**src/rtl/scene_sequencer.sv**
```systemverilog
// scene_sequencer: frame-level scene scheduler with fade ramps.
// State moves only on vsync frame ticks, so outputs change in blanking.
module scene_sequencer #(
  parameter int NUM_SCENES   = 4,
  parameter int SCENE_W      = 2,
  parameter int SCENE_FRAMES = 240,
  parameter int FADE_W       = 3,
  parameter int FRAME_W      = 16
) (
  input  logic               clk,
  input  logic               rst,
  input  logic               vsync,
  input  logic               skip,
  input  logic               pause,
  output logic               frame_tick,
  output logic [FRAME_W-1:0] frame_count,
  output logic [SCENE_W-1:0] scene,
  output logic               scene_start,
  output logic [FADE_W-1:0]  fade,
  output logic [1:0]         state
);

  localparam logic [1:0] FADE_IN  = 2'd0;
  localparam logic [1:0] PLAY     = 2'd1;
  localparam logic [1:0] FADE_OUT = 2'd2;
  localparam logic [1:0] SWITCH   = 2'd3;

  localparam int DWELL_W =
    (SCENE_FRAMES > 1) ? $clog2(SCENE_FRAMES) : 1;

  localparam logic [DWELL_W-1:0] DWELL_LAST =
    DWELL_W'(SCENE_FRAMES - 1);
  localparam logic [SCENE_W-1:0] SCENE_LAST =
    SCENE_W'(NUM_SCENES - 1);
  localparam logic [FADE_W-1:0] FADE_TOP =
    FADE_W'((1 << FADE_W) - 2);
  localparam logic [FADE_W-1:0] FADE_ONE = FADE_W'(1);

  logic               vsync_q;
  logic               skip_pending;
  logic [DWELL_W-1:0] dwell;
  logic               play_done;
  logic               consume;

  // A pending skip ends PLAY even while paused; the dwell limit does not.
  assign play_done = skip_pending |
                     (~pause & (dwell == DWELL_LAST));
  assign consume   = frame_tick & (state == PLAY) & play_done;

  // Follow vsync through reset so a line already low at release
  // is not mistaken for a falling edge.
  always_ff @(posedge clk) begin
    vsync_q <= vsync;
  end

  // Registered falling-edge detect on the active-low vsync.
  always_ff @(posedge clk) begin
    if (rst) frame_tick <= 1'b0;
    else     frame_tick <= vsync_q & ~vsync;
  end

  // Skip requests wait for PLAY; one arriving as a skip is served is dropped.
  always_ff @(posedge clk) begin
    if (rst)          skip_pending <= 1'b0;
    else if (consume) skip_pending <= 1'b0;
    else if (skip)    skip_pending <= 1'b1;
  end

  // Frame counter, scene FSM and fade ramp, all stepped by the frame tick.
  always_ff @(posedge clk) begin
    if (rst) begin
      state       <= FADE_IN;
      scene       <= '0;
      fade        <= '0;
      frame_count <= '0;
      dwell       <= '0;
      scene_start <= 1'b0;
    end else begin
      scene_start <= 1'b0;
      if (frame_tick) begin
        frame_count <= frame_count + FRAME_W'(1);
        unique case (state)
          FADE_IN: begin
            fade <= fade + FADE_ONE;
            if (fade == FADE_TOP) begin
              state <= PLAY;
              dwell <= '0;
            end
          end
          PLAY: begin
            if (play_done) begin
              state <= FADE_OUT;
              dwell <= '0;
            end else if (!pause) begin
              dwell <= dwell + DWELL_W'(1);
            end
          end
          FADE_OUT: begin
            fade <= fade - FADE_ONE;
            if (fade == FADE_ONE) state <= SWITCH;
          end
          SWITCH: begin
            if (scene == SCENE_LAST) scene <= '0;
            else                     scene <= scene + SCENE_W'(1);
            scene_start <= 1'b1;
            state       <= FADE_IN;
          end
        endcase
      end
    end
  end

endmodule

```
**config.mk**
```make
export PLATFORM = sky130hd
export DESIGN_NAME = scene_sequencer
export DESIGN_NICKNAME = d
export VERILOG_FILES = /design/src/rtl/scene_sequencer.sv
export SDC_FILE = /design/constraint.sdc
export NUM_CORES = 1
export LEC_CHECK = 0
export ABC_AREA = 1
export BUFFER_PORTS_ARGS = -buffer_cell sky130_fd_sc_hd__buf_2
export CAP_MARGIN = 20
export CORE_MARGIN = 1.5
export CORE_UTILIZATION = 55
export DETAILED_ROUTE_END_ITERATION = 8
export GPL_TIMING_DRIVEN = 0
export PLACE_DENSITY = 0.87
export SETUP_SLACK_MARGIN = 0.2
export SKIP_LAST_GASP = 1
export SYNTH_ARGS = -nofsm -noshare
export SYNTH_HDL_FRONTEND = slang
export SYNTH_SLANG_ARGS = --single-unit
```
**constraint.sdc**
```tcl
create_clock -name clk -period 1.85 [get_ports clk]
set_input_delay 0.2775 -clock clk [delete_from_list [all_inputs] [get_ports clk]]
set_output_delay 0.2775 -clock clk [all_outputs]
set_load 0.01 [all_outputs]
```
# --- Word-level counts from Yosys, hierarchy flattened ---
# Cells that the tools add are included.
word_totals:
  regBits: 35
  input_bits: 5
  output_inout_bits: 25
  word_cells: 53
classes:
  add_sub_neg: 5
  n_eq_ne: 11
  muxes: 11
  bitwise_logic: 8
  n_reduce_logical: 9
op_table:
  columns: ["operator", "count"]
  rows:
  - ["8-bit 2-to-1 mux", 3]
  - ["16-bit by 1-bit adder with 16-bit output, second input constant", 1]
  - ["8-bit one-hot mux with 2 select lines", 1]
  - ["8-bit by 1-bit adder with 8-bit output, second input constant", 1]
  - ["8-bit equality test, second input constant", 1]
  - ["2-bit 2-to-1 mux", 4]
  - ["2-bit one-hot mux with 4 select lines", 1]
  - ["4-bit AND reduction", 2]
  - ["2-bit equality test, second input constant", 3]
  - ["2-bit inequality test, second input constant", 3]
  - ["3-bit one-hot mux with 2 select lines", 1]
  - ["1-bit AND", 4]
  - ["2-bit AND reduction", 2]
  - ["2-bit nonzero test", 2]
  - ["2-bit OR reduction", 2]
  - ["3-bit by 1-bit adder with 3-bit output, second input constant", 1]
  - ["3-bit by 1-bit equality test with 1-bit output, second input constant", 1]
  - ["3-bit equality test, second input constant", 1]
  - ["3-bit inequality test, second input constant", 1]
  - ["1-bit NOT", 3]
  - ["3-bit by 1-bit subtractor with 3-bit output, second input constant", 1]
  - ["2-bit by 1-bit adder with 2-bit output, second input constant", 1]
  - ["2-bit by 1-bit equality test with 1-bit output, second input constant", 1]
  - ["2-bit zero test", 1]
  - ["other kinds (2)", 2]

# --- Depth between registers and ports, before layout ---
# Gate-level depths: netlist of run 1.
logic_depth:
  depth_word: 5
  mapped_depth: 10
  depth_no_buf: 10

# --- Worst setup path after synthesis of run 1 ---
# Ideal clock, no wire load.
synth_path:
  path_kind: "register to register"
  startpoint: "register state[0]"
  endpoint: "register fade[2]"
  setup_ns: 0.128
  arrival_time_ns: 1.367
  t_required_ns: 1.722
  setup_slack_ns: 0.356
  stages_incl_launch_ff: 7
  n_path_buf: 0
  period_less_slack_ns: 1.494
  cell_sequence: "dfxtp_1 inv_1 ha_1 o21ai_0 nor3_1 xor2_1 nor2_1"
synth_via:
  elab_chain_cells: 3
  word_cells_on_any_way: 5
  classes_between: "eq/ne (1); mux (1); reduce/logical (3)"
synth_rtl:
  columns: ["element", "line", "source"]
  rows:
  - ["start: declaration", "20", "output logic [1:0] state"]
  - ["start signal: assignment", "72", "state <= FADE_IN;"]
  - ["start signal: assignment", "86", "state <= PLAY;"]
  - ["start signal: assignment", "92", "state <= FADE_OUT;"]
  - ["2-bit equality test or 2-bit zero test (tied branches)", "82", "unique case (state)"]
  - ["2-bit nonzero test (no line)", null, null]
  - ["2-bit AND reduction (no line)", null, null]
  - ["end signal: assignment", "84", "fade <= fade + FADE_ONE;"]
  - ["end signal: assignment", "99", "fade <= fade - FADE_ONE;"]
  - ["end: declaration", "19", "output logic [FADE_W-1:0] fade,"]
# Several ways; a longest one is shown, not always the timed one.
# A chain may end at the register's enable or synchronous reset.

# --- Final worst setup path of run 1 ---
layout_path:
  startpoint: "register state[1]"
  endpoint: "register dwell[7]"
layout_via:
  elab_chain_cells: 3
  word_cells_on_any_way: 7
  classes_between: "eq/ne (3); mux (1); reduce/logical (3)"
layout_rtl:
  columns: ["element", "line", "source"]
  rows:
  - ["2-bit by 1-bit equality test with 1-bit output or 2-bit zero test (tied branches)", "82", null]
  - ["3-bit inequality test (no line), or another cell as far along", null, null]
  - ["4-bit AND reduction (no line)", null, null]
  - ["end signal: assignment", "95", "dwell <= dwell + DWELL_W'(1);"]
  - ["end: declaration", "41", "logic [DWELL_W-1:0] dwell;"]
# Several ways; a longest one is shown, not always the timed one.

==> tab_implementation.tex, run 1 <==
\begin{tabular}{lr}
\hline
Metric & Value \\
\hline
\multicolumn{2}{l}{\textbf{Status}} \\
\quad Outcome & finished, final reports clean \\
\multicolumn{2}{l}{\textbf{Route}} \\
\quad Number of vias per cell & 4.93 \\
\quad Average routed wire per standard cell & 11.1 um \\
\quad Remaining DRCs & 0 \\
\quad Length of the first detailed-routing pass in iterations & 4 \\
\quad Number of vias after detailed routing & $\sim$1700 \\
\quad Final wirelength & approximately 3.7 mm \\
\quad Iteration-0 DRC count of the detailed router & 76 \\
\quad Antenna Violating Nets Remaining & 0 \\
\multicolumn{2}{l}{\textbf{Yosys}} \\
\quad Fraction of registers with async set or reset after synthesis & 0\% \\
\quad Flip-flop and latch count after synthesis & 35 \\
\quad Most common cell in the netlist & sky130\_fd\_sc\_hd\_\_nand2\_1 \\
\quad Biggest area consumer among synthesized cells & sky130\_fd\_sc\_hd\_\_dfxtp\_1 \\
\quad Share of synthesized area occupied by flip-flops and latches & 38.4\% \\
\quad Avg Cell Area, Syn & a little over 7 um2 \\
\quad Synthesized area & between 1500 and 2000 um2 \\
\quad Synthesized net count & 270 \\
\quad Top-area cell type share of the netlist area & around two fifths \\
\quad Commonest cells in the synthesized netlist & 48 x sky130\_fd\_sc\_hd\_\_nand2\_1, 37 x sky130\_fd\_sc\_hd\_\_nor2\_1, 35 x sky130\_fd\_sc\_hd\_\_dfxtp\_1, 35 x sky130\_fd\_sc\_hd\_\_inv\_1, 15 x sky130\_fd\_sc\_hd\_\_nand3\_1 \\
\quad Top post-synthesis cells by area & sky130\_fd\_sc\_hd\_\_dfxtp\_1 38\%, sky130\_fd\_sc\_hd\_\_nand2\_1 9.9\%, sky130\_fd\_sc\_hd\_\_ha\_1 8.2\% \\
\quad Number of enable-type register cells in the synthesized netlist & 0 \\
\quad Library cells used by synthesis & 25 \\
\quad Count of mapped cells out of synthesis & 253 \\
\quad Synthesis Warnings & 0 \\
\quad Synth Flop Type & sky130\_fd\_sc\_hd\_\_dfxtp\_1 \\
\multicolumn{2}{l}{\textbf{Power}} \\
\quad Sequential Power Share & 55.5\% \\
\quad Power density over cell area & between 600 and 700 nW/um2 \\
\quad Power spent charging and discharging nets & 0.000318 W \\
\quad Standby leakage power & roughly 1.0 nW \\
\quad Clock Power Share & 40.2\% \\
\quad Proportion of total power due to net switching & 23.0\% \\
\quad Internal power & 0.00107 W \\
\quad Share of total power in combinational logic & 4.3\% \\
\quad Worst vdd rail ir drop & 0.000457 V \\
\multicolumn{2}{l}{\textbf{Timing}} \\
\quad Total count of hold-check failures in the final report & 0 \\
\quad Slew HR & between 60\% and 70\% \\
\quad Unrepaired setup endpoints after global routing & yes \\
\quad Time the final worst path needs with I/O delays and setup & between 1.5 and 2 ns \\
\quad Worst slew pin tran & $\sim$0.54 ns \\
\quad Setup TNS & 0 ns \\
\quad Max-slew violation count & 0 \\
\quad Maximum clock rate & around 0.64 GHz \\
\quad Final hold slack & approximately 0.037 ns \\
\quad Period utilisation layout & roughly 84\% \\
\quad Count of endpoints failing setup in the final report & 0 \\
\quad Final worst clock skew & 0.00556 ns \\
\multicolumn{2}{l}{\textbf{Placement}} \\
\quad HPWL after DPL & $\sim$2.7 mm \\
\quad Placed cell count & 326 \\
\quad Number of buffer cells added on primary ports & 29 \\
\quad Final weighted congestion in routability-driven placement & 0.843 \\
\multicolumn{2}{l}{\textbf{Critical path}} \\
\quad Category of the most critical setup path & reg2reg \\
\quad Type of destination of the critical path & flop \\
\quad Startpoint of the worst register-to-register path & state[1] \\
\quad Cells along the critical path & inv\_1 > ha\_1 > inv\_1 > nand2\_1 > nand2\_2 > nand2\_4 > inv\_2 > nand2\_2 > nand2\_4 > nor2\_1 \\
\quad R2r setup slk & 0.29 ns \\
\quad Crit-path max cell delay & between 0.3 and 0.4 ns \\
\quad WP depth & 10 \\
\quad Required @ worst endpoint & approximately 2.1 ns \\
\quad Worst r2r path cells & 10 \\
\quad Worst endpoint data arrival time & roughly 1.8 ns \\
\quad Type of element launching the critical path & flop \\
\quad Library cell contributing the largest single delay on the critical path & sky130\_fd\_sc\_hd\_\_dfxtp\_2 \\
\quad Family of cells with the greatest summed delay on the critical path & simple AND/OR/NAND/NOR gates \\
\quad Origin of the worst setup path & state[1] \\
\quad Terminus of the critical flop-to-flop path & dwell[7] \\
\quad Timing endpoint of the critical path & dwell[7] \\
\quad Maximum fanout along the worst path & 9 \\
\quad Number of buffers and inverters on the critical path & 3 \\
\multicolumn{2}{l}{\textbf{Clock tree}} \\
\quad Number of levels in the clock H-tree & 2 \\
\quad Clock tree buffer depth & 2 \\
\quad Clock sink total & 35 \\
\quad TritonCTS clock tree & yes \\
\quad Clock edge transition at the registers on the reported setup and hold paths & around 0.11 ns \\
\quad Clock insertion delay at the later pin of the skew report & 0.35 ns \\
\quad Number of buffers added to fix hold violations after cts & 0 \\
\quad Root cell of the clock tree & sky130\_fd\_sc\_hd\_\_clkbuf\_4 \\
\quad TritonCTS buffer count & 5 \\
\multicolumn{2}{l}{\textbf{Flow run}} \\
\quad Maximum Capacitance Violations & 0 \\
\multicolumn{2}{l}{\textbf{Die}} \\
\quad Area enclosed by the die boundary & roughly 3700 um2 \\
\quad Starting utilization of the core area & $\sim$59\% \\
\quad Die boundary height & 60.6 um \\
\quad Row cnt & 20 \\
\quad Ports & 30 \\
\quad Std-Cell Core Area & 3100 um2 \\
\quad Die Width & $\sim$60 um \\
\multicolumn{2}{l}{\textbf{Finish}} \\
\quad Final std cells w/o fill & 335 \\
\quad Fill cell count & approximately 290 \\
\quad Count of antenna diodes in the layout & 0 \\
\quad Area of combinational cells with multiple inputs & a little under 1000 um2 \\
\quad Fin nets & approximately 310 \\
\quad Sequential standard cell area & 703 um2 \\
\quad Proportion of layout cells with a drive suffix above 1 & around 22\% \\
\quad Syn-to-layout area delta & 16.5\% \\
\multicolumn{2}{l}{\textbf{Global routing}} \\
\quad Initial antenna violation count & 0 \\
\quad Global-route congestion overflow total & 0 \\
\quad First-pass GRT wire length & roughly 6.2 mm \\
\quad Largest net degree at the start of global routing & 13 \\
\quad Global-route total usage across every layer & between 20\% and 30\% \\
\quad Number of global-route vias before repair & roughly 1500 \\
\multicolumn{2}{l}{\textbf{Min path}} \\
\quad Kind of path behind the tightest hold check & in2reg \\
\quad Beginning of the worst hold path & vsync \\
\hline
\end{tabular}
==> per-stage QoR <==
stage | instance area [um2] | power (W) | setup slack, ns | util (%)
2_1_floorplan | 1820 | 0.000822 | 0.356 | -
6_report | 2120 | 0.00139 | 0.293 | 68.5
3_5_place_dp | 2020 | 0.000844 | 0.127 | 65.2
4_1_cts | 2120 | 0.00139 | 0.244 | 68.2
5_1_grt | 2120 | 0.00144 | 0.196 | 68.5
3_3_place_gp | 2020 | 0.000842 | 0.242 | 65.2
==> worst register-to-register path, stage by stage (launching register included) <==
cell	delay (ns)
sky130_fd_sc_hd__dfxtp_2	0.38
sky130_fd_sc_hd__inv_1	0.09
sky130_fd_sc_hd__ha_1	0.24
sky130_fd_sc_hd__inv_1	0.06
sky130_fd_sc_hd__nand2_1	0.06
sky130_fd_sc_hd__nand2_2	0.15
sky130_fd_sc_hd__nand2_4	0.11
sky130_fd_sc_hd__inv_2	0.10
sky130_fd_sc_hd__nand2_2	0.07
sky130_fd_sc_hd__nand2_4	0.12
sky130_fd_sc_hd__nor2_1	0.06
==> state kept, by name, indices dropped and copies added (netlist names) <==
signal        cells
dwell             8
frame_tick        1
skip_pending      1
fade              3
vsync_q           1
frame_count      16
scene             2
state             2
scene_start       1
==> power groups by stage <==
stage / logic (W) / registers (W) / clock network, W
after floorplan: 0.0000352 / 0.000787 / 0
after global placement: 0.0000568 / 0.000785 / 0
after detailed placement: 0.0000584 / 0.000785 / 0
after CTS: 0.0000594 / 0.000769 / 0.000563
after global routing: 0.0000666 / 0.000770 / 0.000607
final: 0.0000598 / 0.000769 / 0.000557
==> placed cells by master (no fill, tap or decap), drive strengths merged <==
cell and count:
nor3 6, clkinv 2, nor2 43, o21ai 15, o21bai 1, a31oi 2, nand4 4, and2b 1
ha 12, a21oi 15, dfxtp 35, xor2 6, clkbuf 6, inv 38, bufinv 1, nand2 56
buf 32, and3 1, nand3 15
==> worst min-delay path by stage <==
stage / end / depth (start not counted)
floorplan: vsync_q / 0
global placement: vsync_q / 1
detailed placement: vsync_q / 1
CTS: vsync_q / 1
global route: vsync_q / 1
finish: vsync_q / 1
==> layer usage <==
metal  vias up  share of wire [%]  global-route usage, %
met5         -                  0                      0
met4         0                2.3                   11.5
met3        10                4.4                   6.82
met2        30                 48                   37.8
met1       743                 45                   27.8
li1        870                  -                      -
==> layout make-up <==
type                    instances  area share (%)
inverters                      38            6.71
clock inverters                 3            2.06
repair buffers                 30            7.18
multi-input cells             177            45.6
plain buffers                   3           0.942
clock buffers                   5            1.77
well taps                      44            2.59
flip-flops and latches         35            33.1
==> cells by family after synthesis <==
group                    after synthesis  share of synthesized area [%]
XOR/XNOR                               6                           2.88
flip-flops                            35                           38.4
AO/OA/AOI/OAI                         33                           9.95
AND/OR/NAND/NOR                      126                           31.6
buffers and inverters                 41                           8.92
adder cells (fa/ha/maj)               12                           8.23
==> what timing repair did <==
item	4_1_cts	5_1_grt
gates cloned	0	0
setup endpoints to repair	10	12
gates resized for setup	2	4
buffers inserted	1	0
pin swaps	1	0
Power figures use the tool's default switching activity.
==> run 2, diff against run 1 <==
- clock period: 1.85 -> 1.6 ns (I/O delays scaled with it)
==> tab_implementation.tex, run 2 (synthesis gave the netlist of run 1 again) <==
\begin{tabular}{lr}
\hline
Metric & Value \\
\hline
\multicolumn{2}{l}{\textbf{Status}} \\
\quad Outcome & finished, final reports clean (unchanged) \\
\multicolumn{2}{l}{\textbf{Min path}} \\
\quad Beginning of the worst hold path & skip (was vsync) \\
\quad Kind of path behind the tightest hold check & in2reg (unchanged) \\
\multicolumn{2}{l}{\textbf{Global routing}} \\
\quad Global-route congestion overflow total & 0 (unchanged) \\
\quad Number of global-route vias before repair & 1570 (was 1473) \\
\quad Largest net degree at the start of global routing & 12 (was 13) \\
\quad Global-route total usage across every layer & 24.9\% (was 23.2\%) \\
\quad Initial antenna violation count & 0 (unchanged) \\
\quad First-pass GRT wire length & 6.77 mm (was 6.23 mm) \\
\multicolumn{2}{l}{\textbf{Critical path}} \\
\quad Cells along the critical path & clkinvlp\_4 > ha\_4 > a21oi\_4 > buf\_4 > nand4\_1 > nand2\_1 > nand2\_1 > nor2\_1 (was inv\_1 > ha\_1 > inv\_1 > nand2\_1 > nand2\_2 > nand2\_4 > inv\_2 > nand2\_2 > nand2\_4 > nor2\_1) \\
\quad Required @ worst endpoint & 1.90 ns (was 2.10 ns) \\
\quad Crit-path max cell delay & 0.38 ns (about the same) \\
\quad Startpoint of the worst register-to-register path & state[0] (was state[1]) \\
\quad Origin of the worst setup path & state[0] (was state[1]) \\
\quad Type of destination of the critical path & flop (unchanged) \\
\quad Library cell contributing the largest single delay on the critical path & sky130\_fd\_sc\_hd\_\_dfxtp\_4 (was sky130\_fd\_sc\_hd\_\_dfxtp\_2) \\
\quad Category of the most critical setup path & reg2reg (unchanged) \\
\quad Most frequent CP cell & sky130\_fd\_sc\_hd\_\_nand2\_1 \\
\quad Worst endpoint data arrival time & 1.83 ns (was 1.81 ns) \\
\quad Maximum fanout along the worst path & 6 (was 9) \\
\quad Type of element launching the critical path & flop (unchanged) \\
\multicolumn{2}{l}{\textbf{Finish}} \\
\quad Commonest non-fill, non-tap cell in the layout & sky130\_fd\_sc\_hd\_\_nand2\_1 (unchanged) \\
\quad Biggest register & frame\_count (unchanged) \\
\quad Proportion of layout cells with a drive suffix above 1 & 31.6\% (was 22.0\%) \\
\quad Syn-to-layout area delta & 28.5\% (was 16.5\%) \\
\quad Final instance area & 2340 um2 (was 2120 um2) \\
\quad Count of antenna diodes in the layout & 0 (unchanged) \\
\quad Max FFs per register & 16 (unchanged) \\
\quad Leading cell types in the layout, fill and taps excluded & 46 x sky130\_fd\_sc\_hd\_\_nand2\_1, 35 x sky130\_fd\_sc\_hd\_\_nor2\_1, 32 x sky130\_fd\_sc\_hd\_\_inv\_1 (was 47 x sky130\_fd\_sc\_hd\_\_nand2\_1, 37 x sky130\_fd\_sc\_hd\_\_nor2\_1, 35 x sky130\_fd\_sc\_hd\_\_inv\_1) \\
\quad Biggest regs & frame\_count (16), dwell (8), fade (3) (unchanged) \\
\quad Fin nets & 323 (was 307) \\
\multicolumn{2}{l}{\textbf{Timing}} \\
\quad Maximum clock rate & 0.653 GHz (was 0.642 GHz) \\
\quad Worst slew pin tran & 0.545 ns (was 0.544 ns) \\
\quad Final worst clock skew & 0.00769 ns (was 0.00556 ns) \\
\quad Max-slew violation count & 0 (unchanged) \\
\quad Total count of hold-check failures in the final report & 0 (unchanged) \\
\quad Count of endpoints failing setup in the final report & 0 (unchanged) \\
\quad Time the final worst path needs with I/O delays and setup & 1.53 ns (was 1.56 ns) \\
\quad Period utilisation layout & 95.7\% (was 84.1\%) \\
\quad Final hold slack & 0.219 ns (was 0.0369 ns) \\
\quad Slew HR & 63.6\% (was 63.8\%) \\
\quad Setup TNS & 0 ns (unchanged) \\
\quad Unrepaired setup endpoints after global routing & yes (unchanged) \\
\quad Worst setup margin & 0.0686 ns (was 0.293 ns) \\
\multicolumn{2}{l}{\textbf{Route}} \\
\quad Number of vias after detailed routing & 1823 (was 1653) \\
\quad Iteration-0 DRC count of the detailed router & 96 (was 76) \\
\quad Length of the first detailed-routing pass in iterations & 4 (unchanged) \\
\quad Remaining DRCs & 0 (unchanged) \\
\quad Antenna Violating Nets Remaining & 0 (unchanged) \\
\quad Number of vias per cell & 5.19 (was 4.93) \\
\quad Average routed wire per standard cell & 13.3 um (was 11.1 um) \\
\quad Final wirelength & 4.67 mm (was 3.72 mm) \\
\multicolumn{2}{l}{\textbf{Placement}} \\
\quad HPWL after DPL & 2.70 mm (was 2.72 mm) \\
\quad Post-detailed-placement cell area & 2030 um2 (was 2020 um2) \\
\quad Final weighted congestion in routability-driven placement & 0.836 (was 0.843) \\
\quad Number of buffer cells added on primary ports & 29 (unchanged) \\
\quad Post-placement worst setup slack & 0.0176 ns (was 0.127 ns) \\
\multicolumn{2}{l}{\textbf{Clock tree}} \\
\quad Clock edge transition at the registers on the reported setup and hold paths & 0.11 ns (about the same) \\
\quad Clock tree buffer depth & 2 (unchanged) \\
\quad Root cell of the clock tree & sky130\_fd\_sc\_hd\_\_clkbuf\_4 (unchanged) \\
\quad Clock insertion delay at the later pin of the skew report & 0.36 ns (was 0.35 ns) \\
\quad TritonCTS clock tree & yes (unchanged) \\
\quad Clock sink total & 35 (unchanged) \\
\quad TritonCTS buffer count & 5 (unchanged) \\
\quad Number of levels in the clock H-tree & 2 (unchanged) \\
\multicolumn{2}{l}{\textbf{Flow run}} \\
\quad Maximum Capacitance Violations & 0 (unchanged) \\
\multicolumn{2}{l}{\textbf{Die}} \\
\quad Ports & 30 (unchanged) \\
\quad Die Width & 60.6 um (unchanged) \\
\quad Std-Cell Core Area & 3100 um2 (unchanged) \\
\quad Area enclosed by the die boundary & 3670 um2 (unchanged) \\
\quad Starting utilization of the core area & 58.8\% (unchanged) \\
\quad Row cnt & 20 (unchanged) \\
\quad Die boundary height & 60.6 um (unchanged) \\
\multicolumn{2}{l}{\textbf{Power}} \\
\quad Standby leakage power & 1.07 nW (was 0.998 nW) \\
\quad Post-route total power & 0.00147 W (was 0.00139 W) \\
\quad Worst vdd rail ir drop & 0.000654 V (was 0.000457 V) \\
\quad Power density over cell area & 625 nW/um2 (was 652 nW/um2) \\
\hline
\end{tabular}
run 2: final timing paths:
kind / endpoint / depth (start not counted) / slack [ns]
hold reg to reg: frame_tick / 2 / 0.43
setup / recovery: dwell[6] / 8 / 0.07
setup reg to reg: dwell[6] / 8 / 0.07
hold / removal: skip_pending / 3 / 0.22
run 2: report_power, final:
group	internal, W	switching (W)
Sequential	0.000879	0.00000813
Combinational	0.0000335	0.0000536
Clock	0.000169	0.000323
run 2: timing repair:
action / in CTS / in global routing
setup endpoints to repair: 11 / 17
gates resized for setup: 13 / 22
endpoints found under the hold margin: 1 / 0
gates cloned: 1 / 0
hold buffers: 1 / 0
buffers inserted: 10 / 5
pin swaps: 11 / 6
run 2: metrics by stage:
step | instances | util [%]
6_report | 351 | 75.6
5_1_grt | 351 | 75.6
4_1_cts | 346 | 72.0
3_5_place_dp | 326 | 65.4
3_3_place_gp | 326 | 65.4
2_1_floorplan | 253 | -
run 2: per-layer routing:
layer	share of wire, %	GRT usage [%]	vias to the layer above
li1	-	-	903
met2	53	42.7	57
met4	1.8	11.8	0
met3	5.4	4.69	12
met1	40	30.0	851
met5	0	0	-
run 2: area by class of cell:
type	instances	area (um2)
sequential	35	713
fill	243	758
clock inverter	2	12.5
buffer	3	20.0
inverter	38	149
clock buffer	6	41.3
tap	44	55.1
multi-input combinational	178	1080
timing repair buffer	45	275
run 2: critical path: cells and delay by family, from the launching register on:
family,cells,cell delay [ns]
AOI/OAI and AO/OA,1,0.24
adders and majority gates,1,0.21
buffers and inverters,2,0.30
DFF,1,0.38
and+or+nand+nor,4,0.35
